`config.mk`:
```
export PLATFORM = sky130hd
export DESIGN_NAME = axis_uart_cmd_initiator
export DESIGN_NICKNAME = d
export VERILOG_FILES = /design/src/rtl/axis_uart_pkg.sv /design/src/rtl/axis_uart_rsp_parser.sv /design/src/rtl/axis_uart_cmd_initiator.sv
export SDC_FILE = /design/constraint.sdc
export NUM_CORES = 1
export LEC_CHECK = 0
export BUFFER_PORTS_ARGS = -buffer_cell sky130_fd_sc_hd__buf_2
export CORE_MARGIN = 2
export CORE_UTILIZATION = 60
export DETAILED_ROUTE_END_ITERATION = 10
export GPL_TIMING_DRIVEN = 1
export PLACE_DENSITY = 0.8
export SETUP_SLACK_MARGIN = 0.3
export SLEW_MARGIN = 20
export SYNTH_ARGS = -nofsm -noshare
export SYNTH_HDL_FRONTEND = slang
export SYNTH_SLANG_ARGS = --single-unit
export TNS_END_PERCENT = 1
```
`constraint.sdc`:
```
create_clock -name aclk -period 4.03 [get_ports aclk]
set_input_delay 0 -clock aclk [delete_from_list [all_inputs] [get_ports aclk]]
set_output_delay 0 -clock aclk [all_outputs]
set_load 0.01 [all_outputs]
```
`src/rtl/axis_uart_pkg.sv`:
```
// Shared constants, state encoding and command-frame byte selection
// for the AXI-Lite UART bridge host-side initiator.
package axis_uart_pkg;

   localparam logic [7:0] DEFAULT_BYTE_START = 8'hF0;
   localparam logic [7:0] DEFAULT_BYTE_WR    = 8'hA1;
   localparam logic [7:0] DEFAULT_BYTE_RD    = 8'hA2;

   localparam int CMD_FRAME_BYTES = 10;
   localparam int RSP_FRAME_BYTES = 11;

   typedef enum logic [2:0] {
      IDLE = 3'd0,
      TX   = 3'd1,
      HUNT = 3'd2,
      RX   = 3'd3,
      RESP = 3'd4
   } state_t;

   // Byte idx of the command frame: START, addr MSB first, data MSB first, opcode.
   function automatic logic [7:0] cmd_frame_byte(input logic [3:0]  idx,
                                                 input logic [31:0] addr,
                                                 input logic [31:0] data,
                                                 input logic [7:0]  start,
                                                 input logic [7:0]  op);
      logic [7:0] b;
      case (idx)
         4'd0:    b = start;
         4'd1:    b = addr[31:24];
         4'd2:    b = addr[23:16];
         4'd3:    b = addr[15:8];
         4'd4:    b = addr[7:0];
         4'd5:    b = data[31:24];
         4'd6:    b = data[23:16];
         4'd7:    b = data[15:8];
         4'd8:    b = data[7:0];
         4'd9:    b = op;
         default: b = 8'h00;
      endcase
      return b;
   endfunction

endpackage

```
`src/rtl/axis_uart_rsp_parser.sv`:
```
// Response-frame field capture: addr x4, data x4, error byte, then opcode.
// The opcode byte is not stored; done flags it so the top can compare it live.
module axis_uart_rsp_parser
   import axis_uart_pkg::*;
(
   input  logic        clk,
   input  logic        areset,
   input  logic        frame_start,
   input  logic        capture,
   input  logic [7:0]  byte_data,
   output logic        done,
   output logic [31:0] addr,
   output logic [31:0] data,
   output logic [1:0]  error
);

   localparam logic [3:0] LAST_IDX = 4'(RSP_FRAME_BYTES - 2);

   logic [3:0] idx_r;

   assign done = capture && (idx_r == LAST_IDX);

   // Field index and shift-in of big-endian addr/data fields.
   always_ff @(posedge clk) begin
      if (areset) begin
         idx_r <= 4'd0;
         addr  <= 32'h0;
         data  <= 32'h0;
         error <= 2'b00;
      end else if (frame_start) begin
         idx_r <= 4'd0;
      end else if (capture) begin
         case (idx_r)
            4'd0, 4'd1, 4'd2, 4'd3: addr  <= {addr[23:0], byte_data};
            4'd4, 4'd5, 4'd6, 4'd7: data  <= {data[23:0], byte_data};
            4'd8:                   error <= byte_data[1:0];
            default:                ;
         endcase
         idx_r <= (idx_r == LAST_IDX) ? 4'd0 : idx_r + 4'd1;
      end
   end

endmodule

```
`src/rtl/axis_uart_cmd_initiator.sv`:
```
// Host-side initiator: serialises one wr/rd request into a 10-byte command
// frame, then waits (bounded) for the 11-byte response and reports it on rsp.
module axis_uart_cmd_initiator
   import axis_uart_pkg::*;
#(
   parameter logic [7:0] UART_BYTE_START = DEFAULT_BYTE_START,
   parameter logic [7:0] UART_BYTE_WR    = DEFAULT_BYTE_WR,
   parameter logic [7:0] UART_BYTE_RD    = DEFAULT_BYTE_RD,
   parameter int         TIMEOUT_CYCLES  = 1_000_000
)(
   input  logic        aclk,
   input  logic        areset,
   input  logic        cmd_valid,
   output logic        cmd_ready,
   input  logic        cmd_wr,
   input  logic [31:0] cmd_addr,
   input  logic [31:0] cmd_wdata,
   output logic        rsp_valid,
   input  logic        rsp_ready,
   output logic [31:0] rsp_data,
   output logic [1:0]  rsp_error,
   output logic        rsp_mismatch,
   output logic        rsp_timeout,
   output logic        m_axis_tvalid,
   input  logic        m_axis_tready,
   output logic [7:0]  m_axis_tdata,
   input  logic        s_axis_tvalid,
   output logic        s_axis_tready,
   input  logic [7:0]  s_axis_tdata
);

   localparam logic [3:0]  TX_LAST  = 4'(CMD_FRAME_BYTES - 1);
   localparam logic [31:0] TMO_LAST = 32'(TIMEOUT_CYCLES - 1);

   state_t      state_r;
   logic        wr_r;
   logic [31:0] addr_r;
   logic [31:0] wdata_r;
   logic [3:0]  tx_idx_r;
   logic [31:0] tmo_cnt_r;

   logic        byte_fire_s;
   logic        frame_start_s;
   logic        capture_s;
   logic        done_s;
   logic [7:0]  op_s;
   logic [31:0] p_addr_s;
   logic [31:0] p_data_s;
   logic [1:0]  p_error_s;

   assign op_s          = wr_r ? UART_BYTE_WR : UART_BYTE_RD;
   assign byte_fire_s   = s_axis_tvalid && s_axis_tready;
   assign frame_start_s = byte_fire_s && (state_r == HUNT) && (s_axis_tdata == UART_BYTE_START);
   assign capture_s     = byte_fire_s && (state_r == RX);

   axis_uart_rsp_parser u_parser (
      .clk         (aclk),
      .areset      (areset),
      .frame_start (frame_start_s),
      .capture     (capture_s),
      .byte_data   (s_axis_tdata),
      .done        (done_s),
      .addr        (p_addr_s),
      .data        (p_data_s),
      .error       (p_error_s)
   );

   // Transaction FSM with registered handshakes and response fields.
   always_ff @(posedge aclk) begin
      if (areset) begin
         state_r       <= IDLE;
         cmd_ready     <= 1'b1;
         rsp_valid     <= 1'b0;
         rsp_data      <= 32'h0;
         rsp_error     <= 2'b00;
         rsp_mismatch  <= 1'b0;
         rsp_timeout   <= 1'b0;
         m_axis_tvalid <= 1'b0;
         m_axis_tdata  <= 8'h00;
         s_axis_tready <= 1'b0;
         wr_r          <= 1'b0;
         addr_r        <= 32'h0;
         wdata_r       <= 32'h0;
         tx_idx_r      <= 4'd0;
         tmo_cnt_r     <= 32'h0;
      end else begin
         case (state_r)
            IDLE: begin
               if (cmd_valid) begin
                  wr_r          <= cmd_wr;
                  addr_r        <= cmd_addr;
                  wdata_r       <= cmd_wr ? cmd_wdata : 32'h0;
                  cmd_ready     <= 1'b0;
                  tx_idx_r      <= 4'd0;
                  m_axis_tvalid <= 1'b1;
                  m_axis_tdata  <= UART_BYTE_START;
                  state_r       <= TX;
               end
            end
            TX: begin
               if (m_axis_tvalid && m_axis_tready) begin
                  if (tx_idx_r == TX_LAST) begin
                     m_axis_tvalid <= 1'b0;
                     tmo_cnt_r     <= 32'h0;
                     s_axis_tready <= 1'b1;
                     state_r       <= HUNT;
                  end else begin
                     tx_idx_r     <= tx_idx_r + 4'd1;
                     m_axis_tdata <= cmd_frame_byte(tx_idx_r + 4'd1, addr_r, wdata_r,
                                                    UART_BYTE_START, op_s);
                  end
               end
            end
            HUNT, RX: begin
               tmo_cnt_r <= tmo_cnt_r + 32'd1;
               if (frame_start_s) begin
                  state_r <= RX;
               end
               // A complete frame takes priority over an expiring timeout.
               if (done_s) begin
                  s_axis_tready <= 1'b0;
                  rsp_valid     <= 1'b1;
                  rsp_data      <= p_data_s;
                  rsp_error     <= p_error_s;
                  rsp_mismatch  <= (p_addr_s != addr_r) || (s_axis_tdata != op_s);
                  rsp_timeout   <= 1'b0;
                  state_r       <= RESP;
               end else if (tmo_cnt_r == TMO_LAST) begin
                  s_axis_tready <= 1'b0;
                  rsp_valid     <= 1'b1;
                  rsp_data      <= 32'h0;
                  rsp_error     <= 2'b00;
                  rsp_mismatch  <= 1'b0;
                  rsp_timeout   <= 1'b1;
                  state_r       <= RESP;
               end
            end
            RESP: begin
               if (rsp_ready) begin
                  rsp_valid <= 1'b0;
                  cmd_ready <= 1'b1;
                  state_r   <= IDLE;
               end
            end
            default: begin
               state_r <= IDLE;
            end
         endcase
      end
   end

endmodule

```
==> flow_summary.json, run 1 <==
{
  "antenna_found_initial": 0,
  "syn_area_per_cell_um2": 8.17,
  "antenna_left": 0,
  "worstPathArrival_ns": 3.25,
  "clk_pin_slew_ns": 0.06,
  "grt_pass1_vias": 8640,
  "gr-total-overflow": 0,
  "slew_headroom": 0.311,
  "drt_wl_total_um": 27600,
  "syn-instance-count": 1177,
  "ctsLongestPathBuffers": 3,
  "ir_worst_vdd_mv": 0.325,
  "finalSetupTns_ns": 0,
  "place.gp.congestion": 0.895,
  "placement.io_buffers": 126,
  "start_kind": "flip-flop",
  "met3_usage": 0.0362,
  "fill_cells": 1183,
  "drtIter0Drc": 952,
  "grt_pass1_wl_um": 43000,
  "syn_nets": 1262,
  "use_met2": 0.526,
  "ys_ff_latch": 222,
  "yosys_warnings": 0,
  "r2r_setup_slack_ns": 1.23,
  "syn_area_um2": 9620,
  "grt_start_max_net_pins": 76,
  "synth_edf_count": 0,
  "ys_types": 64,
  "worstMarginPinSlew_ns": 1.03,
  "cpPeakStageDelay_ns": 0.91,
  "path_cells": "or3_2 > buf_4 > nand2_1 > a21oi_1 > dlygate4sd3_1",
  "place_hpwl_um": 17000,
  "finClkSkew_ns": 0.00884,
  "crit_required_ns": 4.48,
  "slew_viol_final": 0,
  "cts_root_buffer": "clkbuf_16",
  "yosys.area.top_type": "dfxtp_1",
  "timing.final.crit_share": 0.694,
  "crit_fanout": 28,
  "setup_viol": 0,
  "path_class": "flip-flop to flip-flop",
  "yosysTopAreaCellShare": 0.462,
  "insertion_delay_ns": 0.50,
  "antenna_cells": 0,
  "cts_tree": "built",
  "fmax_mhz": 357,
  "cts_sinks": 222,
  "synthArstFlopShare": 0,
  "finalHoldViolations": 0,
  "via_per_inst": 5.99,
  "critical_path.endpoint_type": "flip-flop",
  "maxCapViolations": 0,
  "yosys_most_used_dff": "dfxtp_1",
  "rsz0062_at_grt": "false",
  "powerDensity_nw_per_um2": 400,
  "p_leak_nw": 4.37,
  "track_usage": 0.313,
  "vias": 9382,
  "h-tree-depth": 1,
  "start_util": 0.610,
  "row_count": 46,
  "syn_to_final_growth_pct": 23.2,
  "layout-drive-gt1-share": 0.144,
  "ys_top_cells_by_area": "dfxtp_1, nand2_1, a21oi_1, xnor2_1, a22o_1",
  "num_io_pins": 127,
  "finalCoreUtilization": 0.751,
  "cts_setup_buffers": 0,
  "die_x_um": 131,
  "first_pass_iters": 7,
  "final_nets": 1419,
  "grt_use_met1": 0.407,
  "outcome": "complete, no violations",
  "top_usage_layer": "met2",
  "drc": 0,
  "period_needed_ns": 2.80,
  "cts_buffers": 22,
  "fp.dieArea_um2": 17100,
  "wl_per_cell_um": 17.6,
  "die_h_um": 131,
  "min_path_type": "primary input to flip-flop",
  "worst_path_max_delay_cell": "dfxtp_1",
  "seq_area_frac_synth": 0.462,
  "core_area_um2": 15800
}
## state kept, by name, indices dropped and copies added (netlist names)
register / cells
addr_r: 32
rsp_data: 32
tmo_cnt_r: 32
u_parser.addr: 32
u_parser.data: 32
wdata_r: 32
m_axis_tdata: 8
tx_idx_r: 4
u_parser.idx_r: 4
state_r: 3
rsp_error: 2
u_parser.error: 2
cmd_ready: 1
m_axis_tvalid: 1
rsp_mismatch: 1
rsp_timeout: 1
rsp_valid: 1
s_axis_tready: 1
wr_r: 1
## power breakdown
group	switching (mW)	internal (mW)	leakage, nW
clock network	0.835	1.31	0.373
registers	0.0521	2.23	1.80
logic	0.168	0.146	2.20
total	1.06	3.69	4.37
## cell usage after synthesis, drive strengths merged (4+ instances only)
library cell and n:
nand4 21, nor2 47, xor2 5, a221oi 5, o211ai 4, inv 13, a222oi 4, clkbuf 71
and3 5, nor4 16, nor4b 4, xnor2 45, a22oi 6, ha 6, mux2i 6, nand2b 5
or3 20, buf 13, nor3 16, mux2 6, a31oi 6, nor3b 7, dfxtp 222, a311oi 4
and2 5, nand3 52, o21ai 27, a22o 42, a221o 4, nor2b 4, or4 6, nand2 268
a21oi 166
## layout make-up
cell class,instances,area [um^2],area share
Clock buffer,33,653,0.0551
Clock inverter,6,105,0.00887
Inverter,13,48.8,0.00412
Multi-Input combinational cell,858,4810,0.406
Sequential cell,222,4440,0.375
Tap cell,216,270,0.0228
Timing Repair Buffer,217,1510,0.128
## cell families after synthesis
| group | after synthesis | share of synthesized area |
|---|---|---|
| muxes | 12 | 0.0133 |
| DFF | 222 | 0.462 |
| adders and majority gates | 6 | 0.00781 |
| AOI/OAI and AO/OA | 299 | 0.195 |
| and+or+nand+nor | 491 | 0.237 |
| xor gates and xnor gates | 50 | 0.0455 |
| buffers and inverters | 97 | 0.0394 |
## stage by stage
step	instances	area [um^2]	power, mW	hold slack [ns]	setup slack (ns)
3_3_place_gp	1448	10300	2.57	0.243	1.40
5_1_grt	1565	11800	4.87	0.0692	1.06
6_report	1565	11800	4.74	0.0345	1.23
2_1_floorplan	1177	9620	2.47	0.136	1.73
4_1_cts	1565	11800	4.74	0.0145	1.30
3_5_place_dp	1448	10300	2.57	0.247	1.38
## layer usage
layer,share of wire,wire length (um)
met3,0.063,1750
met5,0,0
met2,0.48,13200
met1,0.41,11400
met4,0.046,1270
## cells in the final DEF (no fill, tap or decap), types with 13 or more instances in the layout
cell type,Yosys,routed
nand2_1,268,268
dfxtp_1,222,222
a21oi_1,165,165
buf_2,6,125
dlygate4sd3_1,0,78
nand3_1,51,51
nor2_1,47,46
xnor2_1,45,45
a22o_1,42,42
o21ai_0,27,27
clkbuf_16,0,23
nand4_1,21,21
or3_1,19,17
nor4_1,16,16
nor3_1,16,14
buf_4,0,14
inv_1,13,13
## worst max-delay path: cells and delay by family, from the launching register on
family	cells	cell delay (ns)
DFF	1	0.91
AOI/OAI and AO/OA	1	0.11
buffers and inverters	2	0.91
and+or+nand+nor	2	0.77
## worst paths after layout
check	to	startpoint	cells past startpoint
worst min register to register	cmd_ready	cmd_ready	2
worst max-delay path	wdata_r[1]	state_r[2]	5
worst max register to register	wdata_r[1]	state_r[2]	5
worst min-delay path	s_axis_tready	m_axis_tready	5
## repair_timing
action	in CTS	in global routing
endpoints found under the hold margin	107	0
endpoints found under the setup margin	0	0
hold buffers	78	0
resized for setup	0	0
Power figures use the tool's default switching activity.
==> run 2: changes to the inputs <==
- CORE_UTILIZATION: 60 -> 58
- PLACE_DENSITY: 0.8 -> 0.78
- clock period: 4.03 -> 2.7 ns (I/O delays scaled with it)
==> run 2 against run 1 <==
Against the previous run: register-to-register slack worse by 0.83 ns; final cell count increased by 1.3%; clock skew grew 0.0011 ns; total power grew 45%; sequential power up 49%; highest routed layer unchanged; via count is 0.41% lower; global-route usage down 1.1 points.
==> flow_summary.json, run 2 (synthesized netlist as in run 1, its figures left out) <==
{
  "register_area_um2": 4450,
  "num_io_pins": 127,
  "placement.io_buffers": 126,
  "cts_tree": "built",
  "cts_buffers": 23,
  "place_hpwl_um": 17300,
  "dp.cells": 1470,
  "h-tree-depth": 1,
  "antenna_found_initial": 0,
  "layoutNonFillerInstCount": 1586,
  "rsz0062_at_grt": "false",
  "syn_to_final_growth_pct": 24.3,
  "critical_path.endpoint_type": "flip-flop",
  "grt_pass1_vias": 8699,
  "grt_pass1_wl_um": 43900,
  "path_cells": "ha_1 > nand2_1 > or3_4 > or4_4 > or3_1 > a21oi_1",
  "worst_path_max_delay_cell": "or4_4",
  "drtIter0Drc": 795,
  "ir_worst_vdd_mv": 0.468,
  "layout_setup_ws_ns": 0.406,
  "min_path_type": "primary input to flip-flop",
  "row_count": 47,
  "p_leak_nw": 4.42,
  "final_nets": 1437,
  "cts_root_buffer": "clkbuf_16",
  "start_kind": "flip-flop",
  "period_needed_ns": 2.29,
  "place.gp.congestion": 0.888,
  "powerDensity_nw_per_um2": 575,
  "crit_fanout": 15,
  "first_pass_iters": 6,
  "fmax_mhz": 436,
  "die_x_um": 133,
  "internal-power_mw": 5.28,
  "switching_power_mw": 1.59,
  "worstPathArrival_ns": 2.74,
  "die_h_um": 133,
  "crit_required_ns": 3.14,
  "vias": 9344,
  "multi_input_comb_area_um2": 4810,
  "maxCapViolations": 0,
  "timing.final.crit_share": 0.850,
  "ctsLongestPathBuffers": 3,
  "insertion_delay_ns": 0.52,
  "finClkSkew_ns": 0.00989,
  "fp.dieArea_um2": 17600,
  "layout_common_cells": "nand2_1, dfxtp_1, a21oi_1, buf_2, dlygate4sd3_1",
  "outcome": "complete, no violations",
  "gr-total-overflow": 0,
  "power_frac_comb": 0.070,
  "core_area_um2": 16400,
  "slew_headroom": 0.464,
  "place_ws_ns": 0.394,
  "worstMarginPinSlew_ns": 0.794,
  "layout-drive-gt1-share": 0.154,
  "start_util": 0.586,
  "slew_viol_final": 0,
  "antenna_cells": 0,
  "grt_start_max_net_pins": 67,
  "p_seq_frac": 0.495,
  "finalSetupTns_ns": 0,
  "hold_ws_ns": 0.217,
  "cpPeakStageDelay_ns": 0.62,
  "drc": 0,
  "cts_setup_buffers": 0,
  "clk_pin_slew_ns": 0.06,
  "switching_share": 0.232,
  "drt_wl_total_um": 27300,
  "antenna_left": 0,
  "finalHoldViolations": 0,
  "path_class": "flip-flop to flip-flop",
  "final_common_cell": "nand2_1",
  "track_usage": 0.302,
  "p_total_mw": 6.87,
  "cts_sinks": 222,
  "wl_per_cell_um": 17.2,
  "via_per_inst": 5.89,
  "setup_viol": 0,
  "fill_cells": 1228,
  "p_clk_frac": 0.435
}
==> run 2: cell count changes in the layout (fill, tap and decap cells not counted), sizes merged <==
cell | previous run | this run
dlygate4sd3 | 78 | 77
clkbuf | 33 | 36
clkinv | 3 | 1
clkinvlp | 0 | 1
buf | 139 | 157
inv | 13 | 14
bufinv | 3 | 0
==> run 2: area by class of cell <==
class	instances	area share
multi-input combinational	858	0.403
sequential	222	0.372
timing repair buffer	234	0.139
clock buffer	36	0.0564
tap	220	0.0230
inverter	13	0.00408
clock inverter	3	0.00272
==> run 2: power groups by stage <==
stage | Combinational, mW | Clock [mW] | Sequential, mW
2_1_floorplan | 0.238 | 0 | 3.44
3_3_place_gp | 0.374 | 0 | 3.47
3_5_place_dp | 0.379 | 0 | 3.47
4_1_cts | 0.465 | 3.00 | 3.40
5_1_grt | 0.526 | 3.14 | 3.40
6_report | 0.481 | 2.98 | 3.40
==> run 2: what timing repair did <==
item,CTS,global route
endpoints found under the hold margin,91,0
resized for setup,0,1
hold buffers,77,0
endpoints found under the setup margin,0,7
==> run 2: layer usage <==
metal,vias to the layer above,share of wire,global-route usage
li1,4514,-,-
met1,4382,0.42,0.388
met2,370,0.48,0.518
met3,78,0.066,0.0517
met4,0,0.035,0.0980
met5,-,0,0
==> run 2: through the flow <==
stage               utilization  cell area [um^2]
floorplan                     -              9620
global placement          0.638             10500
detailed placement        0.638             10500
CTS                       0.728             11900
global route              0.728             11900
finish                    0.728             11900
==> run 2: final timing paths <==
kind	startpoint	to	slack (ns)	cells past startpoint
setup / recovery	tmo_cnt_r[0]	tmo_cnt_r[18]	0.41	6
setup reg to reg	tmo_cnt_r[0]	tmo_cnt_r[18]	0.41	6
hold / removal	s_axis_tvalid	u_parser.idx_r[2]	0.22	5
hold reg to reg	m_axis_tdata[1]	m_axis_tdata[1]	0.44	2
==> run 2: critical path: cells and delay by family, from the launching register on <==
kind	cells	cell delay (ns)
compound gates	1	0.16
fa+ha+maj	1	0.17
flops	1	0.36
simple gates	4	1.52
==> run 3: changes to the inputs <==
- CORE_UTILIZATION: 58 -> 52
- PLACE_DENSITY: 0.78 -> 0.74
- clock period: 2.7 -> 2.11 ns (I/O delays scaled with it)
==> run 3 against run 2 <==
Against the previous run: total power increased by 35%; clock power rose by 42%; routed wire length increased by 8.0%; sequential power increased by 28%; critical path depth unchanged; non-clock buffer count grew 60; first-iteration DRC count rose by 1.5%; setup slack worse by 0.37 ns; combinational power rose by 42%; hold slack improved by 0.036 ns; utilization is 0.34 points higher; sequential cell count stayed put.
==> flow_summary.json, run 3 (synthesized netlist as in run 1, its figures left out) <==
{
  "die_x_um": 140,
  "finalSetupTns_ns": 0,
  "period_needed_ns": 2.08,
  "worstPathArrival_ns": 2.52,
  "track_usage": 0.284,
  "drtIter0Drc": 807,
  "path_class": "flip-flop to flip-flop",
  "die_h_um": 140,
  "finalHoldViolations": 0,
  "critical_path.endpoint_type": "flip-flop",
  "place.gp.congestion": 0.943,
  "place_hpwl_um": 18400,
  "clk_pin_slew_ns": 0.06,
  "slew_headroom": 0.594,
  "hold_ws_ns": 0.253,
  "setup_viol": 0,
  "worstMarginPinSlew_ns": 0.609,
  "powerDensity_nw_per_um2": 701,
  "grt_use_met1": 0.378,
  "timing.final.crit_share": 0.984,
  "crit_required_ns": 2.55,
  "via_per_inst": 5.82,
  "crit_fanout": 7,
  "fin_area_um2": 13200,
  "wl_per_cell_um": 17.7,
  "antenna_cells": 0,
  "fmax_mhz": 481,
  "grt_pass1_vias": 9036,
  "final_nets": 1500,
  "first_pass_iters": 6,
  "place_ws_ns": -0.0899,
  "ir_worst_vdd_mv": 0.871,
  "drc": 0,
  "start_util": 0.533,
  "met3_usage": 0.0352,
  "cts_tree": "built",
  "finClkSkew_ns": 0.00947,
  "final_common_cell": "nand2_1",
  "grt_pass1_wl_um": 46100,
  "top_usage_layer": "met2",
  "maxCapViolations": 0,
  "h-tree-depth": 1,
  "fill_cells": 1317,
  "min_path_type": "primary input to flip-flop",
  "cts_root_buffer": "clkbuf_16",
  "core_area_um2": 18000,
  "start_kind": "flip-flop",
  "fp.dieArea_um2": 19600,
  "p_leak_nw": 4.95,
  "drt_wl_total_um": 29500,
  "grt_start_max_net_pins": 67,
  "ctsLongestPathBuffers": 3,
  "num_io_pins": 127,
  "gr-total-overflow": 0,
  "syn_to_final_growth_pct": 37.1,
  "rsz0062_at_grt": "true",
  "layout-drive-gt1-share": 0.251,
  "antenna_found_initial": 0,
  "cts_buffers": 24,
  "layout_setup_ws_ns": 0.0330,
  "antenna_left": 0,
  "use_met2": 0.475,
  "slew_viol_final": 0,
  "insertion_delay_ns": 0.51,
  "row_count": 49,
  "outcome": "complete, no violations",
  "vias": 9666,
  "cts_sinks": 222,
  "place_area_um2": 10900,
  "layout_common_cells": "nand2_1, dfxtp_1, a21oi_1, buf_2, dlygate4sd3_1",
  "placement.io_buffers": 126
}
[run 3: through the flow]
stage	power [mW]	instances	util
5_1_grt	9.52	1662	0.732
4_1_cts	9.24	1653	0.708
3_3_place_gp	4.94	1531	0.607
6_report	9.25	1662	0.732
2_1_floorplan	4.71	1177	-
3_5_place_dp	4.95	1531	0.607
[run 3: cell type report]
type,instances,area (um^2),share of cell area
clock inverter,6,68.8,0.00522
tap,229,287,0.0217
inverter,13,56.3,0.00427
sequential,222,4470,0.339
timing repair buffer,294,2240,0.170
multi-input combinational,860,5330,0.404
clock buffer,38,734,0.0557
[run 3: power breakdown]
group	leakage, nW	switching (mW)	total (mW)	internal [mW]
Clock	0.396	1.70	4.22	2.52
Sequential	1.80	0.0874	4.35	4.26
Combinational	2.75	0.354	0.681	0.328
Total	4.95	2.14	9.25	7.11
[run 3: critical path, cell delays in order, from the launching register on]
cell	delay, ns
dfxtp_2	0.35
ha_4	0.15
nand2_4	0.06
or3_4	0.39
or4_4	0.53
or3_4	0.39
a21oi_2	0.14
[run 3: routing by layer]
metal  vias up  wire length [um]
li1       4640                 -
met1      4575             12300
met4         0              1090
met3        77              1810
met5         -                 0
met2       374             14200
[run 3: worst paths after layout]
check,slack (ns),cells past startpoint,from,end
hold reg to reg,0.45,2,m_axis_tdata[1],m_axis_tdata[1]
setup reg to reg,0.03,6,tmo_cnt_r[1],tmo_cnt_r[20]
setup / recovery,0.03,6,tmo_cnt_r[1],tmo_cnt_r[20]
hold / removal,0.25,6,s_axis_tvalid,state_r[0]
[run 3: timing repair]
item / 4_1_cts / 5_1_grt
buffers inserted: 0 / 7
pin swaps: 50 / 50
hold buffers: 77 / 0
resized for setup: 59 / 82
hold endpoints to repair: 99 / 0
gates cloned: 1 / 2
endpoints found under the setup margin: 125 / 200
